--- src/rtl/caesar_cipher_pipe_if.sv ---
// Character stream handshake between the cipher pipeline and its source and sink.
// The source/sink side uses master; the cipher uses slave.
interface caesar_cipher_pipe_if;
    logic       in_valid;
    logic       in_ready;
    logic       in_mode;
    logic [7:0] in_char;
    logic       out_valid;
    logic       out_ready;
    logic [7:0] out_char;
    logic       out_nonalpha;

    modport master (
        output in_valid, in_mode, in_char, out_ready,
        input  in_ready, out_valid, out_char, out_nonalpha
    );

    modport slave (
        input  in_valid, in_mode, in_char, out_ready,
        output in_ready, out_valid, out_char, out_nonalpha
    );
endinterface

--- src/rtl/caesar_cipher_pipe.sv ---
// Pipelined multi-key Caesar cipher: NUM_KEYS shift stages, one key per stage,
// valid/ready handshake with whole-pipe stall and a validated runtime key load.
module caesar_cipher_pipe #(
    parameter int NUM_KEYS      = 2,
    parameter bit PASS_NONALPHA = 1'b1,
    parameter int CNT_W         = 16
) (
    input  logic                  clk,
    input  logic                  rst_n,
    input  logic                  key_load,
    input  logic [5*NUM_KEYS-1:0] key_vec,
    input  logic                  key_dir,
    caesar_cipher_pipe_if.slave   bus,
    output logic                  err_key,
    output logic                  err_char,
    output logic                  busy,
    output logic [CNT_W-1:0]      char_count
);

    typedef struct packed {
        logic       valid;
        logic [7:0] ch;
        logic       mode;
        logic       letter;
        logic       upper;   // case base: 1 = 0x41, 0 = 0x61
    } stage_t;

    stage_t     st  [NUM_KEYS];
    stage_t     nxt [NUM_KEYS];
    stage_t     in_stage;
    logic [4:0] keys [NUM_KEYS];
    logic       kdir;
    logic       stall;
    logic       accept;
    logic       in_upper;
    logic       in_lower;
    logic       keys_ok;
    logic       load_ok;

    // 7-bit offset arithmetic keeps the wrap inside 0..25 without 8-bit overflow.
    function automatic stage_t apply_key(input stage_t s, input logic [4:0] k, input logic dir);
        stage_t     r;
        logic [6:0] base;
        logic [6:0] off;
        logic [6:0] t;
        r    = s;
        base = s.upper ? 7'h41 : 7'h61;
        off  = s.ch[6:0] - base;
        if (s.mode ^ dir) begin
            t = off - {2'b00, k};
            if (t[6]) t = t + 7'd26;
        end else begin
            t = off + {2'b00, k};
            if (t >= 7'd26) t = t - 7'd26;
        end
        if (s.letter) r.ch = {1'b0, base + t};
        return r;
    endfunction

    assign stall        = bus.out_valid && !bus.out_ready;
    assign bus.in_ready = !stall;
    assign accept       = bus.in_valid && !stall;

    assign bus.out_valid    = st[NUM_KEYS-1].valid;
    assign bus.out_char     = st[NUM_KEYS-1].ch;
    assign bus.out_nonalpha = st[NUM_KEYS-1].valid && !st[NUM_KEYS-1].letter;

    assign in_upper = (bus.in_char >= 8'h41) && (bus.in_char <= 8'h5A);
    assign in_lower = (bus.in_char >= 8'h61) && (bus.in_char <= 8'h7A);
    assign err_char = accept && !(in_upper || in_lower) && !PASS_NONALPHA;
    assign load_ok  = key_load && !busy && !accept;

    always_comb begin
        in_stage        = '0;
        in_stage.ch     = bus.in_char;
        in_stage.mode   = bus.in_mode;
        in_stage.letter = in_upper || in_lower;
        in_stage.upper  = in_upper;
        in_stage.valid  = accept && (in_upper || in_lower || PASS_NONALPHA);
        nxt[0] = apply_key(in_stage, keys[0], kdir);
        for (int unsigned i = 1; i < NUM_KEYS; i++)
            nxt[i] = apply_key(st[i-1], keys[i], kdir);
    end

    always_comb begin
        busy = 1'b0;
        for (int unsigned i = 0; i < NUM_KEYS; i++)
            busy = busy | st[i].valid;
    end

    always_comb begin
        keys_ok = 1'b1;
        for (int unsigned i = 0; i < NUM_KEYS; i++)
            if (key_vec[5*i +: 5] > 5'd26) keys_ok = 1'b0;
    end

    always_ff @(posedge clk or negedge rst_n) begin
        if (!rst_n) begin
            for (int unsigned i = 0; i < NUM_KEYS; i++) st[i] <= '0;
        end else if (!stall) begin
            for (int unsigned i = 0; i < NUM_KEYS; i++) st[i] <= nxt[i];
        end
    end

    always_ff @(posedge clk or negedge rst_n) begin
        if (!rst_n) begin
            for (int unsigned i = 0; i < NUM_KEYS; i++) keys[i] <= '0;
            kdir    <= 1'b0;
            err_key <= 1'b0;
        end else if (key_load) begin
            if (load_ok && keys_ok) begin
                for (int unsigned i = 0; i < NUM_KEYS; i++) keys[i] <= key_vec[5*i +: 5];
                kdir    <= key_dir;
                err_key <= 1'b0;
            end else begin
                err_key <= 1'b1;
            end
        end
    end

    always_ff @(posedge clk or negedge rst_n) begin
        if (!rst_n)
            char_count <= '0;
        else if (bus.out_valid && bus.out_ready && char_count != '1)
            char_count <= char_count + 1'b1;
    end

endmodule

--- src/flat_wrapper.sv ---
// flat-port wrapper written by rule: the top's interface ports become plain ports
module caesar_cipher_pipe_flat 
#(
    parameter int NUM_KEYS      = 2,
    parameter bit PASS_NONALPHA = 1'b1,
    parameter int CNT_W         = 16
)
  (clk, rst_n, key_load, key_vec, key_dir, err_key, err_char, busy, char_count, bus_in_valid, bus_in_mode, bus_in_char, bus_out_ready, bus_in_ready, bus_out_valid, bus_out_char, bus_out_nonalpha);
  caesar_cipher_pipe_if bus_i ();
  input  logic clk;
  input  logic rst_n;
  input  logic key_load;
  input  logic [5*NUM_KEYS-1:0] key_vec;
  input  logic key_dir;
  output logic err_key;
  output logic err_char;
  output logic busy;
  output logic [CNT_W-1:0] char_count;
  input wire logic [$bits(bus_i.in_valid)-1:0] bus_in_valid;
  input wire logic [$bits(bus_i.in_mode)-1:0] bus_in_mode;
  input wire logic [$bits(bus_i.in_char)-1:0] bus_in_char;
  input wire logic [$bits(bus_i.out_ready)-1:0] bus_out_ready;
  output wire logic [$bits(bus_i.in_ready)-1:0] bus_in_ready;
  output wire logic [$bits(bus_i.out_valid)-1:0] bus_out_valid;
  output wire logic [$bits(bus_i.out_char)-1:0] bus_out_char;
  output wire logic [$bits(bus_i.out_nonalpha)-1:0] bus_out_nonalpha;
  assign bus_i.in_valid = bus_in_valid;
  assign bus_i.in_mode = bus_in_mode;
  assign bus_i.in_char = bus_in_char;
  assign bus_i.out_ready = bus_out_ready;
  assign bus_in_ready = bus_i.in_ready;
  assign bus_out_valid = bus_i.out_valid;
  assign bus_out_char = bus_i.out_char;
  assign bus_out_nonalpha = bus_i.out_nonalpha;
  caesar_cipher_pipe #(.NUM_KEYS(NUM_KEYS), .PASS_NONALPHA(PASS_NONALPHA), .CNT_W(CNT_W)) u_core (.clk(clk), .rst_n(rst_n), .key_load(key_load), .key_vec(key_vec), .key_dir(key_dir), .bus(bus_i), .err_key(err_key), .err_char(err_char), .busy(busy), .char_count(char_count));
endmodule
--- config.mk ---
export PLATFORM = sky130hd
export DESIGN_NAME = caesar_cipher_pipe_flat
export DESIGN_NICKNAME = d
export VERILOG_FILES = /design/src/rtl/caesar_cipher_pipe_if.sv /design/src/rtl/caesar_cipher_pipe.sv /design/src/flat_wrapper.sv
export SDC_FILE = /design/constraint.sdc
export NUM_CORES = 1
export LEC_CHECK = 0
export CAP_MARGIN = 25
export CORE_MARGIN = 2
export CORE_UTILIZATION = 40
export DETAILED_ROUTE_END_ITERATION = 8
export SYNTH_ARGS = -nofsm -noshare
export SYNTH_HDL_FRONTEND = slang
export SYNTH_SLANG_ARGS = --single-unit
--- constraint.sdc ---
create_clock -name clk -period 10.6 [get_ports clk]
set_clock_uncertainty 0.1 [all_clocks]
set_input_delay 2.12 -clock clk [delete_from_list [all_inputs] [get_ports clk]]
set_output_delay 2.12 -clock clk [all_outputs]
set_load 0.02 [all_outputs]
==> results by group <==
Synth
  – Post-Synth Adder-Cell Area: between 10% and 20%
  – Synth Flop Type: dfrtp_1
  – Mapped Area: 4467 um^2
  – FF+latch count, synth: 50
  – Syn Inst Count: 512
  – XOR/XNOR Fraction of Synth Area: 11.74%
  – Top cell type's share of synthesized area: 28.01%
  – Largest family of logic cells by synthesized area: simple AND/OR/NAND/NOR gates
  – Most common cell in the netlist: nand2_1
  – Post-synth ARST share: 100.0%
  – Post-synth EDFFs: 0
  – Post-synthesis cell type count: 71
  – Post-synthesis sequential area ratio: 28.01%
  – Synth Area in Compound Gates: 18.60%
  – Syn. warnings: 0
  – Multiplexer area fraction after synthesis: under 10%
  – Top cells by area, synth: dfrtp_1, ha_1, xnor2_1, nand2_1, xor2_1
  – Synth area leader: dfrtp_1
  – Simple-gate share of the synthesized area: 19.69%
  – Avg Inst Size Synth: 8.724 um^2
  – Synth Net Count: 576
  – Most frequent cells after synthesis: nand2_1, dfrtp_1, xnor2_1

Critical path
  – Slowest stage delay, CP: 0.55 ns
  – Critical Path AT: 7.08 ns
  – Startpoint Class: input pin
  – Crit. End Element: flop
  – Critical Path Slowest Stage Cell: clkdlybuf4s50_1
  – CP Cell Sequence: clkdlybuf4s50_1 -> inv_1 -> ha_1 -> or4b_1 -> o22ai_1 -> a211oi_1 -> ha_1 -> or4_4 -> a211o_1 -> a21boi_0 -> and2_1 -> xor2_1 -> o21a_1 -> ha_1 -> and3_4 -> a41o_1 -> mux2i_1 -> nor3_1
  – Top cell by count, worst path: ha_1
  – Crit Path Category: input pin to flop
  – Crit path required time: about 11 ns
  – CP delay by family, top: simple AND/OR/NAND/NOR gates
  – Crit Path Max Fanout: 8
  – CP Buf/Inv Count: 2

Clock tree
  – Clock sinks: 50
  – Skew-Pair Late Insertion Delay: 0.31 ns
  – Maximum level of the CTS H-tree: 2
  – Clock tree buffer depth: 2
  – CTS clk-pin slew, worst paths: 0.10 ns
  – PostCTS Resize Cnt: 0
  – Hold-fix buffers, CTS: 0
  – Clock Root Buffer: clkbuf_8
  – Clock buffer count from CTS: 5
  – CTS tree: built
  – Setup Buffers After CTS: 0

Routing
  – Iter 0 DRT Violations: approximately 210
  – Drt drc: 0
  – DR vias: 3706
  – First-pass DRT Iterations: 4
  – Routed wire length: 10310 um
  – Vias per cell: 5.340
  – Post-route ant nets: 0
  – Wirelength per Cell: 14.85 um

Global routing
  – First-pass GRT wire length: 17190 um
  – Largest net degree at the start of global routing: 51
  – GRT overflow: 0
  – Initial antenna violation count: 0
  – Vias in the first global route: 3667
  – Total Routing Usage GR: 18.08%

Floorplanning
  – Row Count: 38
  – Die width: 109.7 um
  – Core ar.: 10890 um^2
  – Die area: about 12000 um^2
  – IO Count: between 50 and 60
  – Starting Density: 41.03%
  – Height of the die: 109.7 um

Timing
  – Fmax achieved: 143.4 MHz
  – Final slew viol count: 0
  – Slew @ Worst Pin: 0.9190 ns
  – Final Setup Violations: 0
  – PnR worst setup slack: about 3.6 ns
  – Headroom to the max-slew limit: 38.45%
  – Tcrit/Tclk final: 65.81%
  – Setup TNS Final: 0 ns
  – Final min period: 6.975 ns
  – RSZ-0062 raised after global routing: no
  – Final number of hold-violating endpoints: 0

Placement
  – Number of port buffers: 53
  – Dpl hpwl: 8325 um
  – Gpl congestion: 0.8974
  – Setup slack at placement: 3.336 ns

Finish
  – Share of cells above drive strength 1: under 10%
  – Nets: 617
  – Ant. Diodes: 0
  – Layout area overhead: 15.99%
  – FILL cells: roughly 1100

Power and ir drop
  – Peak supply drop: 0.2147 mV
  – Pwr Density: 344.4 nW/um^2
  – Leak pwr: 2.229 nW

Min path
  – Worst min path class: flop to flop

Status
  – Status: complete, no violations

Run
  – Number of max-cap violations: 0
[final timing paths]
kind | startpoint | endpoint | slack (ns) | cells past startpoint
setup / recovery | bus_in_char[0] | u_core.st[21] | 3.62 | 18
hold / removal | u_core.st[22] | u_core.st[22] | 0.38 | 2
setup reg to reg | u_core.st[15] | u_core.bus.out_char[6] | 6.21 | 16
hold reg to reg | u_core.st[22] | u_core.st[22] | 0.38 | 2
max in group asynchronous | rst_n | u_core.st[18] | 8.17 | 2
min in group asynchronous | rst_n | u_core.bus.out_char[1] | 1.80 | 2
[where the power goes]
group	switching, W	internal [W]
logic	0.000757	0.000591
clock network	0.0000674	0.0000708
registers	0.0000536	0.000244
total	0.000878	0.000906
[registers in the layout (all words and copies together) (netlist names)]
name                  cells
u_core.st                 9
u_core.kdir               1
u_core.bus.out_valid      1
u_core.keys              10
u_core.nxt                4
u_core.err_key            1
u_core.bus.out_char       8
u_core.char_count        16
[layer usage]
| layer | global-route usage (%) | part of all wire (%) | up-vias |
|---|---|---|---|
| li1 | - | - | 1880 |
| met1 | 24.33 | 48 | 1754 |
| met2 | 30.07 | 47 | 61 |
| met3 | 3.201 | 3.5 | 11 |
| met4 | 4.611 | 1.3 | 0 |
| met5 | 0 | 0 | - |
[cell families (layout without fill, tap and decap cells)]
group / count (synthesis) / in the layout
other: 1 / 1
AND/OR/NAND/NOR: 172 / 172
flip-flops: 50 / 50
buffers and inverters: 53 / 95
AO/OA/AOI/OAI: 118 / 118
XOR/XNOR: 59 / 59
adder cells (fa/ha/maj): 39 / 39
multiplexers: 20 / 20
[placed cells by master, fill, tap and decap left out, types with 5 or more instances in the layout]
cell type	Yosys	layout
xor2_1	21	21
nor2b_1	6	5
dfrtp_1	50	50
nor2_1	34	34
o31ai_1	5	5
xnor2_1	37	37
clkbuf_8	0	5
a21o_1	6	6
mux2i_1	8	8
ha_1	35	35
nor3b_1	5	5
mux2_2	11	11
nand3_1	9	9
o21a_1	6	6
nor3_1	14	14
a21oi_1	29	29
a211o_1	5	5
o211ai_1	8	8
nand2b_1	7	7
and2_1	10	10
o21ai_0	21	21
a211oi_1	5	5
nand2_1	54	54
clkdlybuf4s50_1	0	52
inv_1	32	32
[worst register-to-register path, cell delays in order, from the launching register on]
cell and delay (ns):
dfrtp_1 0.45, inv_1 0.11, ha_1 0.25, xor2_1 0.18, ha_1 0.49, nor3b_1 0.09
nor3_1 0.45, o31ai_1 0.14, xor2_1 0.48, nor3_1 0.22, nor3_1 0.21, a21oi_1 0.06
mux2i_1 0.21, ha_1 0.29, and3_1 0.17, and4b_1 0.18, o31ai_1 0.22
[final cells by class]
class	instances	area [um^2]	share of cell area [%]
Multi-Input combinational cell	409	2978	57.47
Clock buffer	5	68.82	1.328
Inverter	32	120.1	2.318
Sequential cell	50	1251	24.15
Tap cell	140	175.2	3.381
Timing Repair Buffer	55	544.3	10.50
Clock inverter	3	43.79	0.8452
[stage by stage]
stage / hold slack [ns] / power, W / cells / cell area [um^2] / utilization, %
final: 0.3774 / 0.001784 / 694 / 5181 / 47.59
after global routing: 0.4123 / 0.001952 / 694 / 5181 / 47.59
after floorplan: 0.3389 / 0.001338 / 512 / 4467 / -
after detailed placement: 0.3568 / 0.001640 / 686 / 5069 / 46.55
after global placement: 0.3532 / 0.001621 / 685 / 5057 / 46.45
after CTS: 0.3795 / 0.001791 / 694 / 5181 / 47.59
Power figures use the tool's default switching activity.
